$ cat src/rtl/alu_ctrl_pipe_if.sv
// rtl/alu_ctrl_pipe_if.sv - handshake bus between the ID stage, the ALU control stage and the ALU
interface alu_ctrl_pipe_if #(
    parameter int SEL_W = 4
);
    logic             in_valid;
    logic             in_ready;
    logic [5:0]       funct;
    logic [2:0]       alu_op;
    logic             out_valid;
    logic             out_ready;
    logic [SEL_W-1:0] select;
    logic             illegal;

    modport master (
        output in_valid, funct, alu_op, out_ready,
        input  in_ready, out_valid, select, illegal
    );

    modport slave (
        input  in_valid, funct, alu_op, out_ready,
        output in_ready, out_valid, select, illegal
    );
endinterface

$ cat src/rtl/alu_ctrl_pipe.sv
// rtl/alu_ctrl_pipe.sv - registered MIPS ALU control decode with valid/ready, flush and error counter
// Optional feature macro: ALU_CTRL_EXT_EN (xor/nor/sra/sltu and alu_op=6 xori).
module alu_ctrl_pipe #(
    parameter int SEL_W = 4,
    parameter int ERR_W = 8
) (
    input  logic                  clk,
    input  logic                  rst,
    alu_ctrl_pipe_if.slave        bus,
    input  logic                  flush,
    input  logic                  err_clr,
    output logic [ERR_W-1:0]      err_count
);
    typedef enum logic {
        EMPTY = 1'b0,
        FULL  = 1'b1
    } state_t;

    state_t     state_q;
    state_t     state_d;
    logic [3:0] dec_sel;
    logic       dec_ill;
    logic       accept;
    logic       accept_ill;

    assign bus.in_ready  = !flush && (state_q == EMPTY || bus.out_ready);
    assign bus.out_valid = (state_q == FULL);
    assign accept        = bus.in_valid && bus.in_ready;
    assign accept_ill    = accept && dec_ill;

    always_comb begin
        dec_sel = 4'd0;
        dec_ill = 1'b0;
        case (bus.alu_op)
            3'd0: begin
                case (bus.funct)
                    6'h20, 6'h21: dec_sel = 4'd0;
                    6'h22, 6'h23: dec_sel = 4'd1;
                    6'h24:        dec_sel = 4'd2;
                    6'h25:        dec_sel = 4'd3;
                    6'h00:        dec_sel = 4'd4;
                    6'h02:        dec_sel = 4'd5;
                    6'h2A:        dec_sel = 4'd6;
`ifdef ALU_CTRL_EXT_EN
                    6'h26:        dec_sel = 4'd7;
                    6'h27:        dec_sel = 4'd8;
                    6'h03:        dec_sel = 4'd9;
                    6'h2B:        dec_sel = 4'd10;
`endif
                    default:      dec_ill = 1'b1;
                endcase
            end
            3'd1:    dec_sel = 4'd0;
            3'd2:    dec_sel = 4'd1;
            3'd3:    dec_sel = 4'd2;
            3'd4:    dec_sel = 4'd3;
            3'd5:    dec_sel = 4'd6;
`ifdef ALU_CTRL_EXT_EN
            3'd6:    dec_sel = 4'd7;
`endif
            default: dec_ill = 1'b1;
        endcase
    end

    // Flush wins over draining; an accept implies no flush because in_ready is gated by it.
    always_comb begin
        state_d = state_q;
        if (flush) begin
            state_d = EMPTY;
        end else if (accept) begin
            state_d = FULL;
        end else if (bus.out_ready) begin
            state_d = EMPTY;
        end
    end

    always_ff @(posedge clk) begin
        if (rst) begin
            state_q <= EMPTY;
        end else begin
            state_q <= state_d;
        end
    end

    // Payload only moves on accept so a flushed result stays visible with out_valid low.
    always_ff @(posedge clk) begin
        if (rst) begin
            bus.select  <= '0;
            bus.illegal <= 1'b0;
        end else if (accept) begin
            bus.select  <= SEL_W'(dec_sel);
            bus.illegal <= dec_ill;
        end
    end

    always_ff @(posedge clk) begin
        if (rst) begin
            err_count <= '0;
        end else if (err_clr) begin
            err_count <= accept_ill ? ERR_W'(1) : '0;
        end else if (accept_ill && err_count != {ERR_W{1'b1}}) begin
            err_count <= err_count + ERR_W'(1);
        end
    end
endmodule

$ cat src/flat_wrapper.sv
// flat-port wrapper written by rule: the top's interface ports become plain ports
module alu_ctrl_pipe_flat 
#(
    parameter int SEL_W = 4,
    parameter int ERR_W = 8
)
  (clk, rst, flush, err_clr, err_count, bus_in_valid, bus_funct, bus_alu_op, bus_out_ready, bus_in_ready, bus_out_valid, bus_select, bus_illegal);
  alu_ctrl_pipe_if #(.SEL_W(SEL_W)) bus_i ();
  input  logic clk;
  input  logic rst;
  input  logic flush;
  input  logic err_clr;
  output logic [ERR_W-1:0] err_count;
  input wire logic [$bits(bus_i.in_valid)-1:0] bus_in_valid;
  input wire logic [$bits(bus_i.funct)-1:0] bus_funct;
  input wire logic [$bits(bus_i.alu_op)-1:0] bus_alu_op;
  input wire logic [$bits(bus_i.out_ready)-1:0] bus_out_ready;
  output wire logic [$bits(bus_i.in_ready)-1:0] bus_in_ready;
  output wire logic [$bits(bus_i.out_valid)-1:0] bus_out_valid;
  output wire logic [$bits(bus_i.select)-1:0] bus_select;
  output wire logic [$bits(bus_i.illegal)-1:0] bus_illegal;
  assign bus_i.in_valid = bus_in_valid;
  assign bus_i.funct = bus_funct;
  assign bus_i.alu_op = bus_alu_op;
  assign bus_i.out_ready = bus_out_ready;
  assign bus_in_ready = bus_i.in_ready;
  assign bus_out_valid = bus_i.out_valid;
  assign bus_select = bus_i.select;
  assign bus_illegal = bus_i.illegal;
  alu_ctrl_pipe #(.SEL_W(SEL_W), .ERR_W(ERR_W)) u_core (.clk(clk), .rst(rst), .bus(bus_i), .flush(flush), .err_clr(err_clr), .err_count(err_count));
endmodule
$ cat config.mk
export PLATFORM = sky130hd
export DESIGN_NAME = alu_ctrl_pipe_flat
export DESIGN_NICKNAME = d
export VERILOG_FILES = /design/src/rtl/alu_ctrl_pipe_if.sv /design/src/rtl/alu_ctrl_pipe.sv /design/src/flat_wrapper.sv
export SDC_FILE = /design/constraint.sdc
export NUM_CORES = 1
export LEC_CHECK = 0
export CAP_MARGIN = 20
export CORE_ASPECT_RATIO = 1.4
export CORE_MARGIN = 2
export CORE_UTILIZATION = 43
export DETAILED_ROUTE_END_ITERATION = 8
export GPL_TIMING_DRIVEN = 0
export PLACE_DENSITY = 0.78
export SYNTH_ARGS = -nofsm -noshare
export SYNTH_HDL_FRONTEND = slang
export SYNTH_SLANG_ARGS = --single-unit
$ cat constraint.sdc
create_clock -name clk -period 2.1 [get_ports clk]
set_input_delay 0.21 -clock clk [delete_from_list [all_inputs] [get_ports clk]]
set_output_delay 0.21 -clock clk [all_outputs]
set_load 0.01 [all_outputs]
=== After elaboration in Yosys (flattened, before gate mapping) ===
Cells that the tools add are included.

* Reductions and logical operators: 14
* Muxes and demuxes: 9
* Bitwise logic cells: 1
* Equality and inequality tests: 14
* Add/sub/neg operators: 1

{| class="wikitable"
|+ Operators by type and width
! cell !! number
|-
| $eq 6x6->1 const B || 7
|-
| $pmux 4 s5 || 1
|-
| $pmux 3 s6 || 1
|-
| $mux 8 || 2
|-
| $reduce_or 9->1 || 1
|-
| $add 8x1->8 const B || 1
|-
| $ne 8x8->1 const B || 1
|-
| $eq 3x2->1 const B || 2
|-
| $eq 3x3->1 const B || 2
|-
| $eq 6x2->1 const B || 1
|-
| $logic_not 6->1 || 1
|-
| $reduce_or 5->1 || 1
|-
| $logic_and 1x1->1 || 4
|-
| $mux 1 || 4
|-
| $reduce_bool 2->1 || 2
|-
| $reduce_or 2->1 || 2
|-
| $eq 3x1->1 const B || 1
|-
| $logic_not 3->1 || 1
|-
| $pmux 1 s2 || 1
|-
| $logic_not 1->1 || 1
|-
| $logic_or 1x1->1 || 1
|-
| $not 1->1 || 1
|}

* Bits in registers: 14
* Bits of input ports: 15
* Word-level logic and storage cells: 43
* Output and inout port bits: 15

=== Depth between registers and ports, before layout ===
* Word-level depth: 8
* Depth in mapped cells: 6
* Mapped depth without buffers: 6

=== Worst setup path after synthesis ===
No wires, ideal clock.

* Kind: register to register
* Start point: register u_core.err_count[0]
* End point: register u_core.err_count[0]
* Path slack: 448 ps
* Arrival: 1565 ps
* Data required time: 2013 ps
* Setup time: 87 ps
* Cell stages (with the launch flop): 7
* Buffers on the path: 0
* Period minus slack after synthesis: 1652 ps
* Cell sequence: dfxtp_1 > ha_1 > and3_1 > nand4_1 > and2_1 > a2111o_1 > o31ai_1

* Longest elaborated chain between the ends: 3
* Elaborated cells on any way between the ends: 6
* Those cells by class: add/sub: 1; eq/ne: 1; mux: 2; reduce/logical: 2

{| class="wikitable"
|+ RTL lines
! what !! line !! source
|-
| start, declared || alu_ctrl_pipe.sv:12 || <nowiki>output logic [ERR_W-1:0] err_count</nowiki>
|-
| start signal, assigned || alu_ctrl_pipe.sv:100 || <nowiki>err_count <= accept_ill ? ERR_W'(1) : '0;</nowiki>
|-
| start signal, assigned || alu_ctrl_pipe.sv:102 || <nowiki>err_count <= err_count + ERR_W'(1);</nowiki>
|-
| $add 8x1->8 / $ne 8x8->1 (equally long branches) || alu_ctrl_pipe.sv:102, alu_ctrl_pipe.sv:101 ||
|-
| $mux 8 / $logic_and 1x1->1 (equally long branches) || alu_ctrl_pipe.sv:101 || <nowiki>end else if (accept_ill && err_count != {ERR_W{1'b1}}) begin</nowiki>
|-
| $mux 8 / $reduce_bool 2->1 (equally long branches) || n/a ||
|}

Parallel ways exist; a longest one is shown, timed or not. The select of a mux whose other input is x is not followed.
A chain may end at the register's enable or synchronous reset.

=== Worst setup path in the final report ===
* Start point: input bus_alu_op[2]
* End point: register u_core.err_count[7]

* Longest elaborated chain between the ends: 6
* Elaborated cells on any way between the ends: 11
* Those cells by class: eq/ne: 5; mux: 1; reduce/logical: 5

{| class="wikitable"
|+ RTL lines
! what !! line !! source
|-
| start, declared || flat_wrapper.sv:16 || <nowiki>input wire logic [$bits(bus_i.alu_op)-1:0] bus_alu_op;</nowiki>
|-
| $eq 3x1->1 (tied with other cells) || alu_ctrl_pipe.sv:34 || <nowiki>case (bus.alu_op)</nowiki>
|-
| $reduce_or 5->1 (no source line) || n/a ||
|-
| $pmux 1 s2 * || alu_ctrl_pipe.sv:34 ||
|-
| $logic_and 1x1->1 * || alu_ctrl_pipe.sv:29 || <nowiki>assign accept_ill = accept && dec_ill;</nowiki>
|-
| $logic_and 1x1->1 * || alu_ctrl_pipe.sv:101 ||
|-
| $reduce_bool 2->1 (no source line) * || n/a ||
|}

Mark *: on every way between the ends. The rest lies on a longest branch, timed or not.

==> results.ini <==
[setup_path]
crit_type = input port to register
r2r_end = u_core.err_count[0]
cp_max_fo = 9
worst_setup_path_start_kind = input port
rrSetupSlack_ns = 0.29
reg2reg_from = u_core.err_count[0]
required_ns = 2.28
crit_path_end_kind = register
cp-startpoint = bus_alu_op[2]
ff2ff_path_depth = 6
crit_arrival_ns = 2.21

[drt]
wl_per_cell_um = 14.14
dr.pass1.iters = 4
vias = 877
wirelength_um = 2107
avgViaCountPerCell = 5.886
drt-initial-drc-count = 28
ant_nets = 0
drcViolationCount = 0

[die]
coreArea_um2 = 1757
placementRows = 18
io_pins = 30
die_h_um = 54.90
die_w_um = 40.36
die_area_um2 = 2215
initial_core_util_pct = 45.30

[clock_tree]
cts_tree = yes
post_cts_buffers = 0
cts.htree.levels = 1
clock_path_buffers = 2
holdBufCountCts = 0
insertion_delay_ns = 0.28
post_cts_resized = 0
cts_sinks = 13
clk_pin_slew_ns = 0.08
cts_root_buf = clkbuf_4
cts_inserted_buffers = 3

[hold_path]
hold_depth = 2
min_to = u_core.bus.select[0]
hold_start = u_core.bus.select[0]
hold_class = register to register

[yosys]
yosysTopAreaCell = dfxtp_1
yosysUniqueCellTypes = 41
synth_compound_area_share_pct = 24.37
synthMuxAreaShare_pct = 2.516
synth_top_area_share_pct = 32.70
synth_top_family_by_area = simple AND/OR/NAND/NOR gates
ys_seq_area_share_pct = 32.70
synth_cells = 97
synth_async_sr_flop_share_pct = 0
avgSynthCellArea_um2 = 8.204
synthesis.nets = 113
ys_warn_count = 0
synth-main-ff-cell = dfxtp_1
synthSimpleGateAreaFrac_pct = 35.06
synth-edff-count = 0
synthAdderAreaFrac_pct = 1.572
synth_seq_cells = 13
netlist_area_um2 = 795.8
netlist_top_cells_area = dfxtp_1 (33%), nand2_1 (5.7%), a21oi_1 (3.1%)
synth_xor_area_share_pct = 0

[cells_and_area]
final_nets = 146
area_growth_syn_to_layout_pct = 41.67
layout_common_cells = clkdlybuf4s50_1 (28), dfxtp_1 (13), nand2_1 (12)
final_common_cell = clkdlybuf4s50_1
diodes = 0
drive_above_1_share_pct = 10.85
post-route-util_pct = 64.17

[sta]
fin_skew_ns = 0.007621
setup_viol = 0
whs_ns = 0.4541
final-hold-violation-count = 0
fmax_ghz = 0.4948
worst_pin_slew_ns = 0.6110
relSlewSlack_pct = 59.02
drv_slew = 0
period_share_pct = 96.23
grt_setup_unrepaired = false
min_period_ns = 2.021

[global_route]
grt_pass1_wl_um = 3187
grt_max_degree = 11
grt_overflow = 0
antenna_found_initial = 0
track_usage_pct = 21.13
grt_pass1_vias = 782

[place]
gp_congestion = 0.8862
port_buffers = 28
hpwlAfterDp_um = 1547

[flow_run]
drv_cap = 0

[status]
status = finished, final reports clean

[pwr]
ir_drop_v = 0.0003855
leakagePower_nw = 0.3892
power.density_nw_per_um2 = 453.4

-- power by group --
group | switching (W) | internal (W) | leakage (nW)
sequential | 0.00000272 | 0.000251 | 0.105
combinational | 0.0000505 | 0.0000523 | 0.269
clock | 0.0000809 | 0.0000737 | 0.0150
total | 0.000134 | 0.000377 | 0.389
-- cells by family (layout without fill, tap and decap cells) --
logic type | count (synthesis) | after routing
buf+inv | 6 | 38
compound gates | 25 | 25
mux | 2 | 2
simple gates | 49 | 49
other cells | 1 | 1
fa+ha+maj | 1 | 1
flops | 13 | 13
-- layout make-up --
class | instances | area [um^2]
inverters | 4 | 15.01
fillers | 164 | 629.4
flip-flops and latches | 13 | 260.3
well taps | 20 | 25.02
repair buffers | 28 | 280.3
multi-input cells | 78 | 509.2
clock buffers | 4 | 26.28
plain buffers | 2 | 11.26
-- cells in the mapped netlist, types with 2 or more instances --
| master | number |
|---|---|
| nor3_1 | 5 |
| dfxtp_1 | 13 |
| a2111o_1 | 2 |
| mux2i_1 | 2 |
| a21oi_1 | 5 |
| nor2_1 | 6 |
| a31oi_1 | 2 |
| and3_2 | 2 |
| and3_1 | 2 |
| or3_1 | 3 |
| nand2_1 | 12 |
| and2_1 | 3 |
| o21ai_0 | 3 |
| o31ai_1 | 2 |
| inv_1 | 4 |
| nand3_1 | 4 |
| nand4_1 | 3 |
-- worst max-delay path, stage by stage --
cell and delay (ns):
clkdlybuf4s50_1 0.52, or3_4 0.44, o31ai_2 0.52, a31oi_1 0.18, a2111oi_2 0.34
-- how the worst max path moves through the flow --
stage,slack (ns),depth (start not counted),to
global route,0.02,5,u_core.err_count[7]
floorplan,0.45,6,u_core.err_count[0]
detailed placement,-0.19,5,u_core.err_count[7]
CTS,0.08,5,u_core.err_count[7]
finish,0.08,5,u_core.err_count[7]
global placement,-0.16,5,u_core.err_count[7]
-- state kept, by name, indices dropped and copies added (netlist names) --
name                  count
u_core.bus.illegal        1
u_core.bus.out_valid      1
u_core.bus.select         3
u_core.err_count          8
-- per-stage QoR --
stage                     cell area [um^2]  setup WS (ns)  total power (W)  cells  setup TNS (ns)
final                                 1127        0.07917        0.0005111    149               0
after global routing                  1127        0.02050        0.0005371    149               0
after CTS                             1127        0.08416        0.0005147    149               0
after detailed placement              1101        -0.1948        0.0003614    145         -0.6086
after global placement                1101        -0.1599        0.0003593    145         -0.4459
after floorplan                      795.8         0.4477        0.0003042     97               0
-- per-layer routing --
layer,vias to the layer above,share of wire [%],track usage [%]
met5,-,0,0
met4,0,1.3,10.00
met3,4,6.5,4.800
met2,32,51,37.83
met1,413,41,22.25
li1,428,-,-
(Power assumes the default switching activity.)
